**config.mk**
```make
export PLATFORM = sky130hd
export DESIGN_NAME = hbridge_deadtime_flat
export DESIGN_NICKNAME = d
export VERILOG_FILES = /design/src/rtl/hbridge_deadtime_if.sv /design/src/rtl/hbridge_deadtime.sv /design/src/flat_wrapper.sv
export SDC_FILE = /design/constraint.sdc
export NUM_CORES = 1
export LEC_CHECK = 0
export CAP_MARGIN = 20
export CORE_MARGIN = 2
export CORE_UTILIZATION = 45
export CTS_CLUSTER_SIZE = 24
export DETAILED_ROUTE_END_ITERATION = 8
export GPL_TIMING_DRIVEN = 0
export HOLD_SLACK_MARGIN = 0.03
export PLACE_DENSITY_LB_ADDON = 0.3
export SETUP_SLACK_MARGIN = 0.1
export SYNTH_ARGS = -nofsm -noshare
export SYNTH_HDL_FRONTEND = slang
export SYNTH_SLANG_ARGS = --single-unit
```
**constraint.sdc**
```tcl
create_clock -name clk -period 3.2 [get_ports clk]
set_input_delay 0.96 -clock clk [delete_from_list [all_inputs] [get_ports clk]]
set_output_delay 0.96 -clock clk [all_outputs]
set_load 0.01 [all_outputs]
```
**src/rtl/hbridge_deadtime_if.sv**
```systemverilog
// Gate-command bundle between the protection controller (master) and the
// H-bridge dead-time output stage (slave).
interface hbridge_deadtime_if;
    logic [3:0] req_top;
    logic [3:0] req_bot;
    logic       kill;
    logic       fault_clr;
    logic [3:0] o_top;
    logic [3:0] o_bot;
    logic       busy;
    logic       fault;

    modport master (
        output req_top, req_bot, kill, fault_clr,
        input  o_top, o_bot, busy, fault
    );

    modport slave (
        input  req_top, req_bot, kill, fault_clr,
        output o_top, o_bot, busy, fault
    );
endinterface

```
**src/rtl/hbridge_deadtime.sv**
```systemverilog
// H-bridge output stage: blocks shoot-through, inserts an all-off dead time
// between non-zero patterns, enforces a minimum on-time, and kills combinationally.
module hbridge_deadtime #(
    parameter int unsigned DEADTIME_CYC = 50,
    parameter int unsigned MIN_ON_CYC   = 25,
    parameter int unsigned CNT_W        = 16
) (
    input  logic               clk,
    input  logic               rstn,
    hbridge_deadtime_if.slave  bus
);

    localparam logic [1:0] ST_OFF  = 2'd0;
    localparam logic [1:0] ST_ON   = 2'd1;
    localparam logic [1:0] ST_KILL = 2'd2;

    localparam logic [CNT_W-1:0] DEAD_MAX = CNT_W'(DEADTIME_CYC);
    localparam logic [CNT_W-1:0] ON_MAX   = CNT_W'(MIN_ON_CYC);
    localparam logic [CNT_W-1:0] CNT_ONE  = CNT_W'(1);

    logic [1:0]       state_q, state_d;
    logic [3:0]       applied_top_q, applied_top_d;
    logic [3:0]       applied_bot_q, applied_bot_d;
    logic [CNT_W-1:0] off_cnt_q, off_cnt_d;
    logic [CNT_W-1:0] on_cnt_q, on_cnt_d;
    logic             fault_q, fault_d;

    logic             illegal;
    logic             req_nz;
    logic             req_diff;
    logic [CNT_W-1:0] off_cnt_inc;
    logic [CNT_W-1:0] on_cnt_inc;
    logic             drive_en;
    logic [3:0]       o_top_w;
    logic [3:0]       o_bot_w;

    // A shoot-through request is never driven; it only ever forces the stage off.
    assign illegal  = |(bus.req_top & bus.req_bot);
    assign req_nz   = |{bus.req_top, bus.req_bot};
    assign req_diff = ({bus.req_top, bus.req_bot} != {applied_top_q, applied_bot_q});

    assign off_cnt_inc = (off_cnt_q >= DEAD_MAX) ? DEAD_MAX : off_cnt_q + CNT_ONE;
    assign on_cnt_inc  = (on_cnt_q  >= ON_MAX)   ? ON_MAX   : on_cnt_q  + CNT_ONE;

    always_comb begin
        // NOTE: every variable gets a default here so no path can infer a latch.
        state_d       = state_q;
        applied_top_d = applied_top_q;
        applied_bot_d = applied_bot_q;
        off_cnt_d     = off_cnt_q;
        on_cnt_d      = on_cnt_q;

        case (state_q)
            ST_OFF: begin
                off_cnt_d = off_cnt_inc;
                if (bus.kill) begin
                    state_d = ST_KILL;
                end else if (!illegal && req_nz && off_cnt_q == DEAD_MAX) begin
                    state_d       = ST_ON;
                    applied_top_d = bus.req_top;
                    applied_bot_d = bus.req_bot;
                    on_cnt_d      = CNT_ONE;
                end
            end
            ST_ON: begin
                on_cnt_d = on_cnt_inc;
                if (bus.kill) begin
                    state_d   = ST_KILL;
                    off_cnt_d = CNT_ONE;
                end else if (illegal || (req_diff && on_cnt_q == ON_MAX)) begin
                    state_d   = ST_OFF;
                    off_cnt_d = CNT_ONE;
                end
            end
            ST_KILL: begin
                // Time spent killed counts toward the dead time.
                off_cnt_d     = off_cnt_inc;
                applied_top_d = 4'b0000;
                applied_bot_d = 4'b0000;
                if (!bus.kill) begin
                    state_d = ST_OFF;
                end
            end
            default: begin
                state_d       = ST_OFF;
                applied_top_d = 4'b0000;
                applied_bot_d = 4'b0000;
            end
        endcase
    end

    // A new illegal request beats a simultaneous clear.
    assign fault_d = illegal | (fault_q & ~bus.fault_clr);

    always_ff @(posedge clk or negedge rstn) begin
        if (!rstn) begin
            state_q       <= ST_OFF;
            applied_top_q <= 4'b0000;
            applied_bot_q <= 4'b0000;
            off_cnt_q     <= '0;
            on_cnt_q      <= '0;
            fault_q       <= 1'b0;
        end else begin
            // NOTE: non-blocking assignments keep every flop sampling pre-edge values.
            state_q       <= state_d;
            applied_top_q <= applied_top_d;
            applied_bot_q <= applied_bot_d;
            off_cnt_q     <= off_cnt_d;
            on_cnt_q      <= on_cnt_d;
            fault_q       <= fault_d;
        end
    end

    // Kill gates the pins directly so the bridge opens in the same cycle.
    assign drive_en = (state_q == ST_ON) & ~bus.kill;
    assign o_top_w  = applied_top_q & {4{drive_en}};
    assign o_bot_w  = applied_bot_q & {4{drive_en}};

    assign bus.o_top = o_top_w;
    assign bus.o_bot = o_bot_w;
    assign bus.busy  = ({bus.req_top, bus.req_bot} != {o_top_w, o_bot_w}) & ~bus.kill & ~illegal;
    assign bus.fault = fault_q;

endmodule

```
**src/flat_wrapper.sv**
```systemverilog
// flat-port wrapper written by rule: the top's interface ports become plain ports
module hbridge_deadtime_flat 
#(
    parameter int unsigned DEADTIME_CYC = 50,
    parameter int unsigned MIN_ON_CYC   = 25,
    parameter int unsigned CNT_W        = 16
)
  (clk, rstn, bus_req_top, bus_req_bot, bus_kill, bus_fault_clr, bus_o_top, bus_o_bot, bus_busy, bus_fault);
  hbridge_deadtime_if bus_i ();
  input  logic clk;
  input  logic rstn;
  input wire logic [$bits(bus_i.req_top)-1:0] bus_req_top;
  input wire logic [$bits(bus_i.req_bot)-1:0] bus_req_bot;
  input wire logic [$bits(bus_i.kill)-1:0] bus_kill;
  input wire logic [$bits(bus_i.fault_clr)-1:0] bus_fault_clr;
  output wire logic [$bits(bus_i.o_top)-1:0] bus_o_top;
  output wire logic [$bits(bus_i.o_bot)-1:0] bus_o_bot;
  output wire logic [$bits(bus_i.busy)-1:0] bus_busy;
  output wire logic [$bits(bus_i.fault)-1:0] bus_fault;
  assign bus_i.req_top = bus_req_top;
  assign bus_i.req_bot = bus_req_bot;
  assign bus_i.kill = bus_kill;
  assign bus_i.fault_clr = bus_fault_clr;
  assign bus_o_top = bus_i.o_top;
  assign bus_o_bot = bus_i.o_bot;
  assign bus_busy = bus_i.busy;
  assign bus_fault = bus_i.fault;
  hbridge_deadtime #(.DEADTIME_CYC(DEADTIME_CYC), .MIN_ON_CYC(MIN_ON_CYC), .CNT_W(CNT_W)) u_core (.clk(clk), .rstn(rstn), .bus(bus_i));
endmodule
```
==> results by group, run 1 <==
Global routing
  • Gr usage total: around a fifth
  • Grt total ovfl: 0
  • First-pass GRT wire length: between 8000 and 9000 um
  • Initial antenna violation count: 0
  • Vias in the first global route: a little under 2000
  • Largest net degree at the start of global routing: 24

Min path
  • Hold Path Depth: 1
  • Hold_sp: u_core.off_cnt_q[14]
  • Hold Path End: u_core.off_cnt_q[14]
  • Worst min-delay path class: reg -> reg

Yosys
  • Synth Flop Type: dfrtp_1
  • Cell count after synthesis: 262
  • Seq/Total Area, Yosys: around 44%
  • Syn nets: about 280
  • Cell Area, Synth: 0.00243 mm^2
  • Cell variety after synth: between 40 and 50
  • EDFF count, synth: 0
  • Flops & latches, synth: 43
  • Avg Cell Area, Syn: 9.27 um^2
  • Async set-reset flop share out of synthesis: between 90% and 100%
  • Synth warnings: 0

Clocking
  • Max clock buf depth: 2
  • TritonCTS clock tree: built
  • CTS H-Tree Depth: 2
  • CTS clk-pin slew, worst paths: 0.09 ns
  • Cts bufs inserted: 5
  • # clock sinks: 43
  • Clock root cell: clkbuf_8
  • # hold bufs at CTS: 0
  • Worst-skew pair later-pin latency: 0.30 ns

Pwr
  • Static leakage: 1.31 nW
  • PD cells: around 420 mW/mm^2
  • Final total power: approximately 1.2 mW
  • Max VDD drop: around 0.3 mV

Setup path
  • CP Capture Type: output pin
  • FF-to-FF Start: u_core.on_cnt_q[12]
  • Crit path DAT: 2.18 ns
  • R2R Path End: u_core.off_cnt_q[5]
  • CP startpoint kind: primary input
  • CP Data Required Time: between 2 and 2.5 ns
  • Cell depth of the worst flop-to-flop path: 5
  • Worst-path maximum fanout: 6
  • Worst reg2reg setup slack: approximately 0.67 ns
  • Crit path kind: in -> out

Timing
  • Tmin final: 3.14 ns
  • Fmax: about 320 MHz
  • Final Worst Setup Slack: around 0.057 ns
  • Max-slew violation count: 0
  • WHS: ~0.5 ns
  • Fin. Hold Viols: 0
  • RSZ-0062 raised after global routing: true
  • Final Cycle Share: 98.2%
  • Clock skew: approximately 0.0086 ns
  • Worst slew margin: 45.5%
  • Worst-Margin Slew: 0.811 ns
  • # setup viols final: 0

Floorplan
  • I/O pin count: 22
  • Initial core utilization: a little under half
  • Die ar.: ~0.006 mm^2
  • Die H: 77.5 um
  • Die X: 77.5 um
  • Total core area: ~0.0052 mm^2
  • Rows: 26

Layout
  • Antenna diode count: 0
  • Syn-to-layout area delta: 19.4%
  • Layout Utilization: between 50 and 60%
  • FF+latch area: ~0.0011 mm^2
  • Highest-count cells in the layout ignoring fill and taps: 42 x dfrtp_1, 30 x nor2_1, 19 x nand2_1, 17 x inv_1, 13 x o21ai_0
  • Multi-input gate area: about 0.0013 mm^2
  • Layout Cell Area excl Fill: a little under 0.003 mm^2
  • Proportion of layout cells with a drive suffix above 1: a little under an eighth
  • Commonest non-fill, non-tap cell in the layout: dfrtp_1
  • NumNets Final: ~310
  • Fillers: 463

Drt
  • DR DRC count: 0
  • Routed len/inst: around 15 um
  • Routed via count: just over 2000
  • Final wirelength: ~5300 um
  • DRT Pass-1 Iters: 4
  • Drt initial violations: 144
  • Vias/cell: ~5.7
  • Antenna viol nets, final: 0

Placement
  • IO buf count: 20
  • Post-placement cell area: between 0.002 and 0.003 mm^2
  • Final RePlAce weighted congestion: between 0.8 and 0.9
  • Place WS: -1.03 ns
  • Hpwl dp: about 3900 um

Run
  • Max-cap violations: 0

Status
  • Status: finished, final reports clean
==> synthesized netlist by cell type (5+ instances only) <==
cell type   n  area [um^2]
nand2_1    19         71.3
xor2_1      5         43.8
mux2i_1     8         80.1
inv_1      18         67.6
nor2b_1    11         68.8
and2_1     10         62.6
a21oi_1     7         35.0
and3_1      7         43.8
a22o_1      5         43.8
ha_1        5         62.6
dfrtp_1    43         1080
nor4_1      7         43.8
nor2_1     30          113
o21ai_0    16         80.1
nand3_1     9         45.0
==> final cells by class <==
type,count,share of cell area (%)
plain buffers,4,0.950
clock buffers,6,2.50
multi-input cells,196,45.8
well taps,70,3.02
flip-flops and latches,43,37.2
inverters,18,2.33
clock inverters,1,1.04
repair buffers,23,7.16
==> cells by family after synthesis <==
| logic type | synth area share, % |
|---|---|
| and+or+nand+nor | 24.6 |
| AOI/OAI and AO/OA | 19.8 |
| DFF | 44.3 |
| buffers and inverters | 3.61 |
| muxes | 3.30 |
| xor gates and xnor gates | 1.80 |
| adders and majority gates | 2.58 |
==> state kept, by name, indices dropped and copies added (netlist names) <==
name and count:
u_core.off_cnt_q 16, u_core.on_cnt_q 16, u_core.applied_bot_q 4, u_core.applied_top_q 4, u_core.state_q 2, u_core.bus.fault 1
==> repair_timing <==
item,in CTS,in global routing
resized for setup,47,4
pin swaps,4,2
buffers inserted,2,0
hold endpoints to repair,0,0
setup endpoints to repair,28,11
==> critical path, stage by stage <==
cell       delay, ns
buf_4           0.11
nor2b_1         0.07
a2111oi_4       0.36
a21oi_1         0.12
o41a_1          0.42
buf_2           0.15
==> power breakdown <==
part           total [mW]  switching, mW  internal [mW]
sequential          0.608         0.0342          0.574
clock               0.410          0.182          0.229
combinational       0.210          0.124         0.0866
==> how the worst max path moves through the flow <==
stage	slack, ns	from	end	depth (start not counted)
after CTS	0.08	bus_req_bot[3]	bus_busy	6
after global routing	0.01	bus_req_bot[2]	bus_busy	6
after global placement	-1.05	bus_req_bot[1]	bus_busy	6
after floorplan	0.15	bus_req_bot[1]	bus_busy	4
after detailed placement	-1.03	bus_req_bot[1]	bus_busy	6
final	0.06	bus_req_bot[2]	bus_busy	6
==> stage by stage <==
stage          std cells  setup TNS, ns
2_1_floorplan        262              0
3_3_place_gp         352          -9.90
3_5_place_dp         353         -10.52
4_1_cts              361              0
5_1_grt              361              0
6_report             361              0
==> metal layers <==
metal	wire length (um)	share of wire, %	global-route usage (%)	up-vias
li1	-	-	-	1007
met1	2510	47	25.7	1004
met2	2500	47	29.5	42
met3	188	3.5	2.67	9
met4	99	1.9	9.11	0
met5	0	0	0	-
No activity file was read; power rests on OpenSTA's default activity.
==> inputs of run 2 (changes only) <==
--- a/config.mk
+++ b/config.mk
@@ -7,7 +7,7 @@
 export LEC_CHECK = 0
 export CAP_MARGIN = 20
 export CORE_MARGIN = 2
-export CORE_UTILIZATION = 45
+export CORE_UTILIZATION = 52
 export CTS_CLUSTER_SIZE = 24
 export DETAILED_ROUTE_END_ITERATION = 8
 export GPL_TIMING_DRIVEN = 0
==> results by group, run 2 (synthesis results as in run 1) <==
Layout
  • NumNets Final: 310 (+0.65%)
  • Proportion of layout cells with a drive suffix above 1: 11.9% (+0.22 points)
  • FF+latch area: 0.00108 mm^2 (-0.12%)
  • Antenna diode count: 0 (unchanged)
  • Fillers: 359 (-22%)
  • Highest-count cells in the layout ignoring fill and taps: 43 x dfrtp_1, 30 x nor2_1, 19 x nand2_1, 17 x inv_1, 13 x o21ai_0
  • Multi-input gate area: 0.00132 mm^2 (-0.47%)
  • Commonest non-fill, non-tap cell in the layout: dfrtp_1
  • Syn-to-layout area delta: 17.7%
  • Biggest regs: u_core.off_cnt_q (16), u_core.on_cnt_q (16)

Floorplan
  • Initial core utilization: 55.0% (+8.1 points)
  • Total core area: 0.00441 mm^2 (-15%)
  • I/O pin count: 22 (unchanged)
  • Die H: 72.3 um (-6.6%)
  • Die X: 72.3 um (-6.6%)
  • Die ar.: 0.00523 mm^2 (-13%)
  • Rows: 24 (-7.7%)

Clocking
  • # hold bufs at CTS: 0 (unchanged)
  • Max clock buf depth: 2 (unchanged)
  • TritonCTS clock tree: built
  • # clock sinks: 43 (unchanged)
  • Clock root cell: clkbuf_8
  • CTS clk-pin slew, worst paths: 0.08 ns (about the same)
  • Cts bufs inserted: 5 (unchanged)
  • Worst-skew pair later-pin latency: 0.30 ns (about the same)
  • CTS H-Tree Depth: 2 (unchanged)

Global routing
  • Grt total ovfl: 0 (unchanged)
  • Vias in the first global route: 2004 (+2.5%)
  • Largest net degree at the start of global routing: 29 (+21%)
  • Initial antenna violation count: 0 (unchanged)
  • Gr usage total: 22.0% (+3.2 points)
  • First-pass GRT wire length: 9090 um (+1.2%)

Status
  • Status: finished, final reports clean

Drt
  • DRT Pass-1 Iters: 4 (unchanged)
  • Routed via count: 2038 (-1.2%)
  • DR DRC count: 0 (unchanged)
  • Routed len/inst: 15.1 um (+2.5%)
  • Vias/cell: 5.89 (+3.1%)
  • Final wirelength: 5210 um (-1.7%)
  • Drt initial violations: 119 (-17%)
  • Antenna viol nets, final: 0 (unchanged)

Pwr
  • PD cells: 405 mW/mm^2 (-4.5%)
  • Static leakage: 1.29 nW (-1.6%)
  • Max VDD drop: 0.234 mV (-22%)
  • Final total power: 1.16 mW (-5.8%)

Setup path
  • Critical Path Start: bus_req_bot[3]
  • FF-to-FF Start: u_core.on_cnt_q[12]
  • CP Data Required Time: 2.24 ns (about the same)
  • CP startpoint kind: primary input
  • Worst-path maximum fanout: 6 (unchanged)
  • Crit path DAT: 2.14 ns (-0.04 ns)
  • Crit-path slowest cell: o41a_1
  • CP Capture Type: output pin
  • Crit path kind: in -> out
  • Worst path cell trace: buf_4 -> nor2b_2 -> a2111oi_4 -> a21oi_1 -> o41a_1 -> buf_2
  • Critical Path Max Stage Delay: 0.41 ns (about the same)

Placement
  • Place WS: -1.04 ns (-0.00664 ns)
  • Hpwl dp: 3810 um (-1.4%)
  • Final RePlAce weighted congestion: 0.842 (+2.0%)
  • IO buf count: 20 (unchanged)

Min path
  • Worst min-delay path class: reg -> reg
  • Hold_sp: u_core.off_cnt_q[14]

Timing
  • Final Worst Setup Slack: 0.104 ns (+0.0464 ns)
  • Max-slew violation count: 0 (unchanged)
  • Fin. Hold Viols: 0 (unchanged)
  • Fmax: 323 MHz (+1.5%)
  • Final Cycle Share: 96.8% (-1.5 points)
  • Worst slew margin: 49.8% (+4.4 points)
  • Tmin final: 3.10 ns (-0.0464 ns)
  • Worst-Margin Slew: 0.748 ns (-0.0630 ns)
  • RSZ-0062 raised after global routing: true
  • Clock skew: 0.00750 ns (-0.00111 ns)
  • # setup viols final: 0 (unchanged)

Run
  • Max-cap violations: 0 (unchanged)
-- run 2: layout make-up --
class | instances | share of cell area (%)
plain buffers | 4 | 0.963
clock buffers | 6 | 2.54
clock inverters | 2 | 0.438
inverters | 18 | 2.36
multi-input cells | 196 | 46.3
flip-flops and latches | 43 | 37.6
well taps | 52 | 2.28
repair buffers | 25 | 7.53
-- run 2: worst paths after layout --
path / end / slack (ns) / depth (start not counted)
worst max-delay path: bus_busy / 0.10 / 6
worst min-delay path: u_core.off_cnt_q[14] / 0.50 / 1
worst max register to register: u_core.off_cnt_q[5] / 0.63 / 5
worst min register to register: u_core.off_cnt_q[14] / 0.50 / 1
max in group asynchronous: u_core.on_cnt_q[7] / 2.13 / 2
min in group asynchronous: u_core.off_cnt_q[15] / 0.58 / 1
-- run 2: power by group --
part | switching (mW) | internal [mW] | leakage (nW) | total [mW]
registers | 0.0334 | 0.574 | 0.566 | 0.607
logic | 0.123 | 0.0866 | 0.680 | 0.209
clock network | 0.188 | 0.153 | 0.0412 | 0.341
total | 0.345 | 0.813 | 1.29 | 1.16
-- run 2: what timing repair did --
item / 4_1_cts / 5_1_grt
setup endpoints to repair: 26 / 14
gates resized for setup: 47 / 2
setup buffers: 2 / 2
pin swaps: 6 / 2
-- run 2: layer usage --
layer / wire length [um] / share of wire, % / global-route usage [%]
met4: 68 / 1.3 / 5.03
met1: 2530 / 49 / 30.6
met2: 2410 / 46 / 35.8
met3: 204 / 3.9 / 4.31
met5: 0 / 0 / 0
-- run 2: worst max-delay path, delay by kind of cell --
kind            cells  cell delay (ns)
compound gates      3             0.86
buf+inv             2             0.26
simple gates        1             0.06
-- run 2: through the flow --
stage | std cells | hold slack (ns) | area, um^2 | TNS, ns | util [%]
detailed placement | 335 | 0.486 | 2710 | -10.16 | 61.5
finish | 346 | 0.505 | 2860 | 0 | 64.8
floorplan | 262 | 0.455 | 2430 | 0 | -
global route | 346 | 0.515 | 2860 | 0 | 64.8
CTS | 345 | 0.505 | 2830 | 0 | 64.2
global placement | 334 | 0.478 | 2700 | -8.96 | 61.1
